--- src/rtl/gray_ptr_rx_pkg.sv ---
// Shared types and helpers for the Gray-pointer receive side.
// Used by gray_ptr_rx; the width-generic helpers operate on a MAX_W-bit carrier.
package gray_ptr_rx_pkg;

   localparam int STEP_CNT_W = 16;
   localparam int MAX_W      = 32;

   typedef enum logic [1:0] {
      INIT,
      TRACK,
      FAULT
   } state_t;

   // Each binary bit is the parity of its own and all higher Gray bits.
   function automatic logic [MAX_W-1:0] gray2bin(input logic [MAX_W-1:0] g,
                                                 input int width);
      logic [MAX_W-1:0] b;
      logic [MAX_W-1:0] m;
      m = (width >= MAX_W) ? '1 : ((MAX_W'(1) << width) - MAX_W'(1));
      for (int i = 0; i < MAX_W; i++) begin
         b[i] = ^((g & m) >> i);
      end
      return b;
   endfunction

   function automatic int popcount(input logic [MAX_W-1:0] v);
      int n;
      n = 0;
      for (int i = 0; i < MAX_W; i++) begin
         n = n + int'(v[i]);
      end
      return n;
   endfunction

endpackage

--- src/rtl/gray_ptr_rx_sync.sv ---
// Multi-flop synchroniser for a Gray-coded word, synchronous active-high reset to 0.
// Generic enough to be reused on the write side of an async FIFO.
module gray_sync #(
   parameter int WIDTH  = 4,
   parameter int STAGES = 2
) (
   input  logic             clk,
   input  logic             rst,
   input  logic [WIDTH-1:0] d,
   output logic [WIDTH-1:0] q
);

   logic [WIDTH-1:0] chain [STAGES];

   always_ff @(posedge clk) begin
      if (rst) begin
         for (int i = 0; i < STAGES; i++) begin
            chain[i] <= '0;
         end
      end else begin
         chain[0] <= d;
         for (int i = 1; i < STAGES; i++) begin
            chain[i] <= chain[i-1];
         end
      end
   end

   assign q = chain[STAGES-1];

endmodule

--- src/rtl/gray_ptr_rx.sv ---
// Receive side of a Gray pointer crossing: synchronise, decode, track +1 advances, flag multi-bit jumps.
// Optional saturating step counter port when GRAY_PTR_RX_STEP_CNT_EN is defined.
module gray_ptr_rx
   import gray_ptr_rx_pkg::*;
#(
   parameter int SIZE        = 4,
   parameter int SYNC_STAGES = 2
) (
   input  logic            clk,
   input  logic            rst,
   input  logic [SIZE-1:0] gray_in,
   input  logic            err_clr,
   output logic [SIZE-1:0] bin_out,
   output logic [SIZE-1:0] gray_sync,
   output logic [SIZE-1:0] delta,
   output logic            step,
   output logic            valid,
   output logic            err
`ifdef GRAY_PTR_RX_STEP_CNT_EN
   ,
   output logic [STEP_CNT_W-1:0] step_cnt
`endif
);

   localparam int CNT_W = 3;

   logic [SIZE-1:0]  s;
   logic [SIZE-1:0]  s_bin;
   logic [SIZE-1:0]  diff;
   int               hd;

   state_t           state_q, state_n;
   logic [CNT_W-1:0] warm_q, warm_n;
   logic [SIZE-1:0]  bin_q, bin_n;
   logic [SIZE-1:0]  gray_q, gray_n;
   logic [SIZE-1:0]  delta_q, delta_n;
   logic             step_q, step_n;
   logic             valid_q, valid_n;
   logic             err_q, err_n;

   gray_sync #(
      .WIDTH  (SIZE),
      .STAGES (SYNC_STAGES)
   ) u_sync (
      .clk (clk),
      .rst (rst),
      .d   (gray_in),
      .q   (s)
   );

   assign s_bin = SIZE'(gray2bin(MAX_W'(s), SIZE));
   assign hd    = popcount(MAX_W'(s ^ gray_q));
   assign diff  = s_bin - bin_q;

   // All visible outputs are registered together with the state.
   always_ff @(posedge clk) begin
      if (rst) begin
         state_q <= INIT;
         warm_q  <= '0;
         bin_q   <= '0;
         gray_q  <= '0;
         delta_q <= '0;
         step_q  <= 1'b0;
         valid_q <= 1'b0;
         err_q   <= 1'b0;
      end else begin
         state_q <= state_n;
         warm_q  <= warm_n;
         bin_q   <= bin_n;
         gray_q  <= gray_n;
         delta_q <= delta_n;
         step_q  <= step_n;
         valid_q <= valid_n;
         err_q   <= err_n;
      end
   end

   // INIT waits for the synchroniser to flush before taking a baseline;
   // a multi-bit jump while tracking is treated as a corrupted crossing.
   always_comb begin
      state_n = state_q;
      warm_n  = warm_q;
      bin_n   = bin_q;
      gray_n  = gray_q;
      delta_n = '0;
      step_n  = 1'b0;
      valid_n = valid_q;
      err_n   = err_q;
      case (state_q)
         INIT: begin
            valid_n = 1'b0;
            if (warm_q == CNT_W'(SYNC_STAGES)) begin
               gray_n  = s;
               bin_n   = s_bin;
               valid_n = 1'b1;
               state_n = TRACK;
            end else begin
               warm_n = warm_q + CNT_W'(1);
            end
         end
         TRACK: begin
            if (hd == 1) begin
               gray_n  = s;
               bin_n   = s_bin;
               delta_n = diff;
               step_n  = (diff == SIZE'(1));
            end else if (hd >= 2) begin
               err_n   = 1'b1;
               state_n = FAULT;
            end
         end
         FAULT: begin
            if (err_clr) begin
               err_n   = 1'b0;
               valid_n = 1'b0;
               warm_n  = '0;
               state_n = INIT;
            end
         end
         default: begin
            state_n = INIT;
            warm_n  = '0;
            valid_n = 1'b0;
         end
      endcase
   end

   assign bin_out   = bin_q;
   assign gray_sync = gray_q;
   assign delta     = delta_q;
   assign step      = step_q;
   assign valid     = valid_q;
   assign err       = err_q;

`ifdef GRAY_PTR_RX_STEP_CNT_EN
   logic [STEP_CNT_W-1:0] step_cnt_q;

   // Saturating count of step pulses; only reset clears it.
   always_ff @(posedge clk) begin
      if (rst) begin
         step_cnt_q <= '0;
      end else if (step_n && (step_cnt_q != '1)) begin
         step_cnt_q <= step_cnt_q + STEP_CNT_W'(1);
      end
   end

   assign step_cnt = step_cnt_q;
`endif

endmodule

--- config.mk ---
export PLATFORM = sky130hd
export DESIGN_NAME = gray_ptr_rx
export DESIGN_NICKNAME = d
export VERILOG_FILES = /design/src/rtl/gray_ptr_rx_pkg.sv /design/src/rtl/gray_ptr_rx_sync.sv /design/src/rtl/gray_ptr_rx.sv
export SDC_FILE = /design/constraint.sdc
export NUM_CORES = 1
export LEC_CHECK = 0
export CORE_ASPECT_RATIO = 0.75
export CORE_MARGIN = 8
export CORE_UTILIZATION = 45
export CTS_CLUSTER_DIAMETER = 150
export DETAILED_ROUTE_END_ITERATION = 8
export GPL_ROUTABILITY_DRIVEN = 0
export GPL_TIMING_DRIVEN = 1
export HOLD_SLACK_MARGIN = 0.1
export PLACE_DENSITY = 0.7
export RECOVER_POWER = 50
export SLEW_MARGIN = 20
export SYNTH_ARGS = -nofsm -noshare
export SYNTH_HDL_FRONTEND = slang
export SYNTH_SLANG_ARGS = --single-unit
--- constraint.sdc ---
create_clock -name clk -period 7.6 [get_ports clk]
set_input_delay 0.76 -clock clk [delete_from_list [all_inputs] [get_ports clk]]
set_output_delay 0.76 -clock clk [all_outputs]
set_load 0.01 [all_outputs]
## After elaboration in Yosys (flattened, before gate mapping)

Memory sizes are Yosys's and may differ from the RTL's.
Cells that the tools add are included.

| storage, ports and cells | value |
|---|---|
| flip-flop bits (word level) | 20 |
| RAM bits | 8 |
| input bits | 7 |
| output and inout bits | 15 |
| logic and storage cells | 97 |
| memories kept | 1 |

Memory list:

| name | depth | bits a word | rd ports | clocked after memory_dff | write ports | RTL line | RTL |
|---|---|---|---|---|---|---|---|
| u_sync.chain | 2 | 4 | 2 | 0 | 2 | gray_ptr_rx_sync.sv:13 | `logic [WIDTH-1:0] chain [STAGES];` |

| operators by class | value |
|---|---|
| add/subtract/negate cells | 33 |
| magnitude comparators | 1 |
| eq/ne operators | 11 |
| muxes and demuxes | 25 |
| bitwise gates (word level) | 5 |
| reductions and logical operators | 13 |

Operator list:

| cell | count |
|---|---|
| $reduce_xor 32->1 | 4 |
| $add 31x1->32 const B | 1 |
| $eq 32x2->1 const B | 1 |
| $ge 32x3->1 const B | 1 |
| $add 30x1->31 const B | 1 |
| $add 29x1->30 const B | 1 |
| $add 28x1->29 const B | 1 |
| $add 27x1->28 const B | 1 |
| $add 26x1->27 const B | 1 |
| $add 25x1->26 const B | 1 |
| $add 24x1->25 const B | 1 |
| $add 23x1->24 const B | 1 |
| $mux 4 | 6 |
| $add 22x1->23 const B | 1 |
| $add 21x1->22 const B | 1 |
| $add 20x1->21 const B | 1 |
| $add 19x1->20 const B | 1 |
| $add 18x1->19 const B | 1 |
| $add 17x1->18 const B | 1 |
| $add 16x1->17 const B | 1 |
| $add 15x1->16 const B | 1 |
| $pmux 4 s2 | 2 |
| $add 14x1->15 const B | 1 |
| $add 13x1->14 const B | 1 |
| 35 further kinds | 55 |

## Depth between registers and ports, before layout

| logic depth | value |
|---|---|
| depth in word-level cells | 36 |
| depth in mapped cells | 10 |
| depth with buffers taken out | 10 |

## Modules after synthesis

Synthesis repeated with hierarchy kept, for this count alone.

| second synthesis, totals | value |
|---|---|
| cells, all modules | 131 |
| area, all modules | 1,276.2 µm² |

By module, submodules not included:

| module | instances | cells each | area an instance (µm²) | sequential area each (µm²) |
|---|---|---|---|---|
| gray_ptr_rx | 1 | 111 | 1,036.0 | 380.4 |
| gray_sync | 1 | 20 | 240.2 | 160.2 |

## Worst setup path before layout

OpenSTA, ideal clock, no wires.

| path | value |
|---|---|
| path type | reg2reg |
| from | register gray_q[3], in the netlist gray_sync[3] |
| to | register bin_q[1], in the netlist bin_out[1] |
| library setup time | 0.128 ns |
| data arrival time | 2.366 ns |
| required time | 7.472 ns |
| setup slack | 5.107 ns |
| stages on the path, launching flop included | 11 |
| buffers on the path | 0 |
| period minus slack after synthesis | 2.493 ns |
| path through | dfxtp_1 > xnor2_1 > fa_1 > inv_1 > ha_1 > inv_1 > ha_1 > nand4bb_1 > a21oi_4 > mux2i_1 > nor2_1 |

| on the way | value |
|---|---|
| word-level cells in the longest chain between the ends | 33 |

RTL lines:

| element | RTL line | RTL |
|---|---|---|
| start: declaration | gray_ptr_rx.sv:35 | `logic [SIZE-1:0] gray_q, gray_n;` |
| start signal: assignment | gray_ptr_rx.sv:70 | `gray_q <= gray_n;` |
| $xor 4x4->4 | gray_ptr_rx.sv:52 | `assign hd = popcount(MAX_W'(s ^ gray_q));` |
| $add 3x1->4 | gray_ptr_rx_pkg.sv:30 | `n = n + int'(v[i]);` |
| $add 4x1->5 | gray_ptr_rx_pkg.sv:30 |  |
| $add 5x1->6 | gray_ptr_rx_pkg.sv:30 |  |
| $add 6x1->7 | gray_ptr_rx_pkg.sv:30 |  |
| $add 7x1->8 | gray_ptr_rx_pkg.sv:30 |  |
| $add 8x1->9 | gray_ptr_rx_pkg.sv:30 |  |
| $add 9x1->10 | gray_ptr_rx_pkg.sv:30 |  |
| (+17 left out) | - |  |
| $add 27x1->28 | gray_ptr_rx_pkg.sv:30 |  |
| $add 28x1->29 | gray_ptr_rx_pkg.sv:30 |  |
| $add 29x1->30 | gray_ptr_rx_pkg.sv:30 |  |
| $add 30x1->31 | gray_ptr_rx_pkg.sv:30 |  |
| $add 31x1->32 | gray_ptr_rx_pkg.sv:30 |  |
| $eq 32x2->1 | gray_ptr_rx.sv:102 | `if (hd == 1) begin` |
| $ne 2x2->1 (no line) | - |  |
| $reduce_and 3->1 (no line) | - |  |
| end signal: assignment | gray_ptr_rx.sv:69 | `bin_q <= bin_n;` |
| end: declaration | gray_ptr_rx.sv:34 | `logic [SIZE-1:0] bin_q, bin_n;` |

Every way passes these cells.
A chain may end at the register's enable or synchronous reset.

## Worst setup path after layout

Ends and elaborated chain as after synthesis.

==> reports/qor.csv <==
metric,value,unit
outcome,finished clean,
cts.path.max_buffers,2,
relSlewSlack,49.26,%
rsz0062_at_grt,false,
cp_max_fo,9,
port_buffers,21,
wl_per_cell,12.11,um
dp_hpwl,1695,um
start_util,46.88,%
hold_viol,0,
core,2603,um2
timing.fmax,0.3609,GHz
p_sw_share,33.51,%
worst_pin_slew,758.6,ps
syn-cell-area,1220,um2
post_cts_buffers,0,
die_area,4650,um2
power_per_cell_area,247.1,nW/um2
cts_htree_levels,1,
tritoncts,done,
min_from,u_sync.chain[0][3],
yosys.area.top_type_share,44.31,%
drive_above_1_share,4.795,%
synthArstFlopShare,0,%
grt_pass1_wl,3781,um
layout.nets,164,
via_count,873,
ys_seq_elements,27,
hold_path_end,u_sync.chain[0][7],
r2r_end,bin_out[1],
synth-edff-count,0,
synth_ff_type,dfxtp_1,
final_antenna_net_count,0,
end_kind,flop,
fp-row-count,16,
grt.overflow.total,0,
cts-root-buf,clkbuf_4,
cts.clk_slew.worst_paths,140,ps
synthToLayoutAreaGrowth,21.54,%
die_h,61.09,um
vias_per_cell,4.797,
final-setup-viol-count,0,
synth_nets,142,
synthTopCellsByArea,"dfxtp_1 44%, ha_1 8.2%, xnor2_1 5.0%",
switching_power,0.0001228,W
drc,0,
slew_viol_final,0,
p_seq_share,48.0,%
rr_worst_depth,10,
max_stage_delay,470,ps
dr.pass1.iters,4,
grt_pass1_vias,825,
clockPowerShare,16.6,%
finalInstanceArea,1483,um2
irDropWorstVdd,0.0001161,V
hold_class,reg2reg,
cts_buffers,3,
drv_cap,0,
syn_area_per_cell,9.759,um2
synth_area_leader_cell,dfxtp_1,
seq_area_frac_synth,44.31,%
drt_iter0_drc,3,
antenna_found_initial,0,
n_antenna_cell,0,
pwr-share-comb,35.4,%
criticalPathCategory,reg2reg,
ys_types,32,
clock_sinks,27,
pre_cts_slack,4846,ps
synthCells,125,
p_leak,0.5996,nW
fin_crit_sh,36.46,%
ios,22,
final_util,56.97,%
die_w,76.12,um
fin_worst_skew,5.449,ps
layout_setup_ws,4829,ps
clkLatencyLatePin,320,ps
slowest_stage,fa_1,
critPathLaunchType,flop,
path_cells,xnor2_1 -> fa_1 -> inv_1 -> ha_1 -> inv_1 -> ha_1 -> nand4bb_1 -> a21oi_4 -> mux2i_1 -> nor2_1,
required,7800,ps
p_int,0.0002436,W
rr_startpoint,gray_sync[3],
cts_resized,0,
ys_warn_count,0,
final.setup.tns,0,ps
place_area,1455,um2
nFillCells,235,
cts_hold_buf,0,
whs_path_depth,1,
wl,2204,um
track_usage,10.07,%
worst-r2r-setup-slack,4830,ps
grt_max_degree,23,
arrival,2970,ps
fin_crit,2771,ps
[layout by cell type (no fill, tap or decap), drive strengths merged, types with 5 or more instances in the layout]
master         synthesis  routed
dlygate4sd3            0      10
inv                   13      13
clkdlybuf4s50          0      11
a21oi                  8       8
xnor2                  7       7
dfxtp                 27      27
ha                     8       8
nor2b                  9       9
o21ai                  6       6
mux2i                  5       5
nor2                  12      12
[state kept, by name (all words and copies together), names as in the netlist]
register      flops
u_sync.chain      8
step              1
warm_q            3
err               1
gray_sync         4
delta             4
bin_out           3
valid             1
state_q           2
[power groups by stage]
| stage | Combinational (W) | Clock (W) | Sequential (W) |
|---|---|---|---|
| after global routing | 0.000147 | 0.0000696 | 0.000179 |
| after detailed placement | 0.000132 | 0 | 0.000179 |
| after global placement | 0.000130 | 0 | 0.000178 |
| after floorplan | 0.0000913 | 0 | 0.000179 |
| final | 0.000130 | 0.0000607 | 0.000176 |
| after CTS | 0.000133 | 0.0000631 | 0.000176 |
[per-stage QoR]
| step | instances | hold WS (ps) | total power, W |
|---|---|---|---|
| final | 182 | 455.0 | 0.0003664 |
| after CTS | 182 | 458.2 | 0.0003719 |
| after global placement | 178 | 417.1 | 0.0003083 |
| after floorplan | 125 | 413.8 | 0.0002708 |
| after detailed placement | 178 | 427.0 | 0.0003115 |
| after global routing | 182 | 468.4 | 0.0003954 |
[worst max-delay path, delay by kind of cell, from the launching register on]
family,cells,cell delay [ps]
muxes,1,230
adders and majority gates,3,920
buffers and inverters,2,120
xor gates and xnor gates,1,330
DFF,1,360
and+or+nand+nor,2,310
AOI/OAI and AO/OA,1,380
[worst max-delay path by stage]
stage / start / end / slack [ps] / depth (start not counted)
floorplan: gray_sync[3] / bin_out[1] / 5110 / 10
global placement: gray_sync[3] / gray_sync[2] / 4880 / 10
detailed placement: gray_sync[3] / bin_out[1] / 4850 / 10
CTS: gray_sync[3] / bin_out[1] / 4820 / 10
global route: gray_sync[3] / gray_sync[2] / 4630 / 10
finish: gray_sync[3] / bin_out[1] / 4830 / 10
[synthesized netlist by cell type, types with 2 or more instances]
master,n
or2_1,2
xor2_1,2
a211oi_1,3
inv_1,12
fa_1,2
nor2b_1,9
mux2i_1,5
dfxtp_1,27
a21oi_1,7
ha_1,8
o21ai_0,6
nor3_1,3
nor2_1,12
xnor2_1,7
nor3b_1,2
clkbuf_1,2
[cell families after synthesis]
kind of cell	after synthesis	synth area share, %
mux	5	4.103
fa+ha+maj	10	11.49
compound gates	21	11.39
buf+inv	17	5.641
flops	27	44.31
simple gates	36	16.62
xor+xnor	9	6.462
[layout make-up]
type                    count  area [um2]  area share, %
multi-input cells          81       610.6          41.18
flip-flops and latches     27       540.5          36.46
repair buffers             21       210.2          14.18
inverters                  13       48.80          3.291
well taps                  36       45.04          3.038
clock buffers               3       22.52          1.519
clock inverters             1       5.005         0.3376
[layer usage]
metal / wire, um / global-route usage, % / share of wire [%] / up-vias
met5: 0 / 0 / 0 / -
met4: 42 / 5.722 / 1.9 / 0
met3: 117 / 4.082 / 5.3 / 5
met2: 930 / 15.33 / 42 / 17
met1: 1114 / 12.05 / 51 / 390
li1: - / - / - / 461
No activity file was read; power rests on OpenSTA's default activity.
==> RTL change: new RTL, config.mk and constraints unchanged <==
Build with the macro `GRAY_PTR_RX_STEP_CNT_EN` defined.
--- a/src/rtl/gray_ptr_rx.sv
+++ b/src/rtl/gray_ptr_rx.sv
@@ -1,5 +1,7 @@
 // Receive side of a Gray pointer crossing: synchronise, decode, track +1 advances, flag multi-bit jumps.
 // Optional saturating step counter port when GRAY_PTR_RX_STEP_CNT_EN is defined.
+`define GRAY_PTR_RX_STEP_CNT_EN
+
 module gray_ptr_rx
    import gray_ptr_rx_pkg::*;
 #(
Check against the original RTL (old outputs only; new: step_cnt): equivalent (Yosys induction, for registers that start in step).
==> RTL change against the unedited design <==
  * The run now ends with max-capacitance violations, max-slew violations left
  * Clock power rose to 3.0 times the old value
  * Sequential cell count grew 16
  * First-iteration DRC count rose to 40 times the old value
  * Worst setup slack lost 540 ps
  * Area after synthesis grew 70%
  * Total power rose by 71%
  * Wire length rose by 100%
  * Cell area is 73% higher
  * Die area is 52% higher
  * Combinational power up 30%
  * Synthesized cell count grew 86%
  * Final cell count rose by 79%
==> RTL change: results (changes against the unedited design) <==
[sta]
final_max_slew_viol_count=44  ; was 0
fin_skew_ps=5.05  ; was 5.45 ps

[run]
cap_violations=1  ; was 0

[place]
dp_cells=317  ; was 178
port_buffers=37  ; was 21
dp_hpwl_mm=3.23  ; was 1.70 mm

[finish]
clk_share=0.0459  ; was 0.0186
comb.multi_input.count=166  ; was 81
final-seq-area_um2=861  ; was 541 um^2
drive_above_1_share=0.0597  ; was 0.0479
nFillCells=398  ; was 235
largest_reg_flops=16  ; was 8
nonClockBufferCount=38  ; was 21
buffer_area_frac=0.146  ; was 0.142
nets=285  ; was 164
seq_cell_count=43  ; was 27

[grt]
met3_usage=0.0538  ; was 0.0408
grt_first_pass_wirelength_mm=7.30  ; was 3.78 mm
first_global_vias=1624  ; was 825
grt_start_max_net_pins=44  ; was 23
track_usage=0.131  ; was 0.101
grt_util_met2=0.201  ; was 0.153
grt_use_met1=0.164  ; was 0.121

[setup_path]
cp_max_fo=26  ; was 9
cp_data_arrival_time_ps=3520  ; was 2970 ps
crit_family=XOR/XNOR gates  ; was adder cells

[logic_synthesis]
ys_types=44  ; was 32
synthesis.nets=251  ; was 142
synth.area.top_cells=dfxtp_1, a21oi_1, ha_1  ; was dfxtp_1, ha_1, xnor2_1
syn_avg_cell_area_um2=8.89  ; was 9.76 um^2
ys_seq_area_frac=0.416  ; was 0.443
ys_top_cells_by_count=dfxtp_1, a21oi_1, nand2_1  ; was dfxtp_1, inv_1, nor2_1

[clock_tree]
cts_made_buffers=5  ; was 3
clk_latency_ps=300  ; was 320 ps
cts_max_level=2  ; was 1
clock_tree.root_cell=clkbuf_8  ; was clkbuf_4
cts.clk_slew.worst_paths_ps=80  ; was 140 ps

[detailed_routing]
wl_per_cell_um=13.8  ; was 12.1 um
met2WireLength_mm=1.92  ; was 930 um
drtIter0Drc=119  ; was 3
wl_met3_um=267  ; was 117 um
routed_via_density=5.31  ; was 4.80

[pwr]
p_leak_uw=0.000980  ; was 0.000600 uW

[outcome]
outcome=finished with violations  ; was complete, no violations
violations=max-capacitance violations, max-slew violations

## RTL change: path summary, 6_finish.rpt
kind	slack, ps	from	end
setup reg to reg	4290	u_sync.chain[0][6]	step_cnt[6]
hold / removal	440	u_sync.chain[0][3]	u_sync.chain[0][7]
hold reg to reg	440	u_sync.chain[0][3]	u_sync.chain[0][7]
setup / recovery	4290	u_sync.chain[0][6]	step_cnt[6]
## RTL change: cells by family after synthesis
| group | synth area share |
|---|---|
| simple gates | 0.243 |
| buf+inv | 0.0592 |
| mux | 0.00483 |
| fa+ha+maj | 0.0737 |
| flops | 0.416 |
| xor+xnor | 0.0381 |
| compound gates | 0.166 |
## RTL change: per-stage QoR
step	cell area [um^2]	power [uW]	setup slack, ps
3_3_place_gp	2450	450	4450
5_1_grt	2560	668	4100
2_1_floorplan	2070	402	4750
4_1_cts	2560	635	4330
3_5_place_dp	2450	452	4380
6_report	2560	625	4290
## RTL change: report_power, final
group          switching [uW]  internal, uW  total [uW]
combinational            91.9          77.5         169
sequential               26.2           247         273
clock                    76.2           106         182
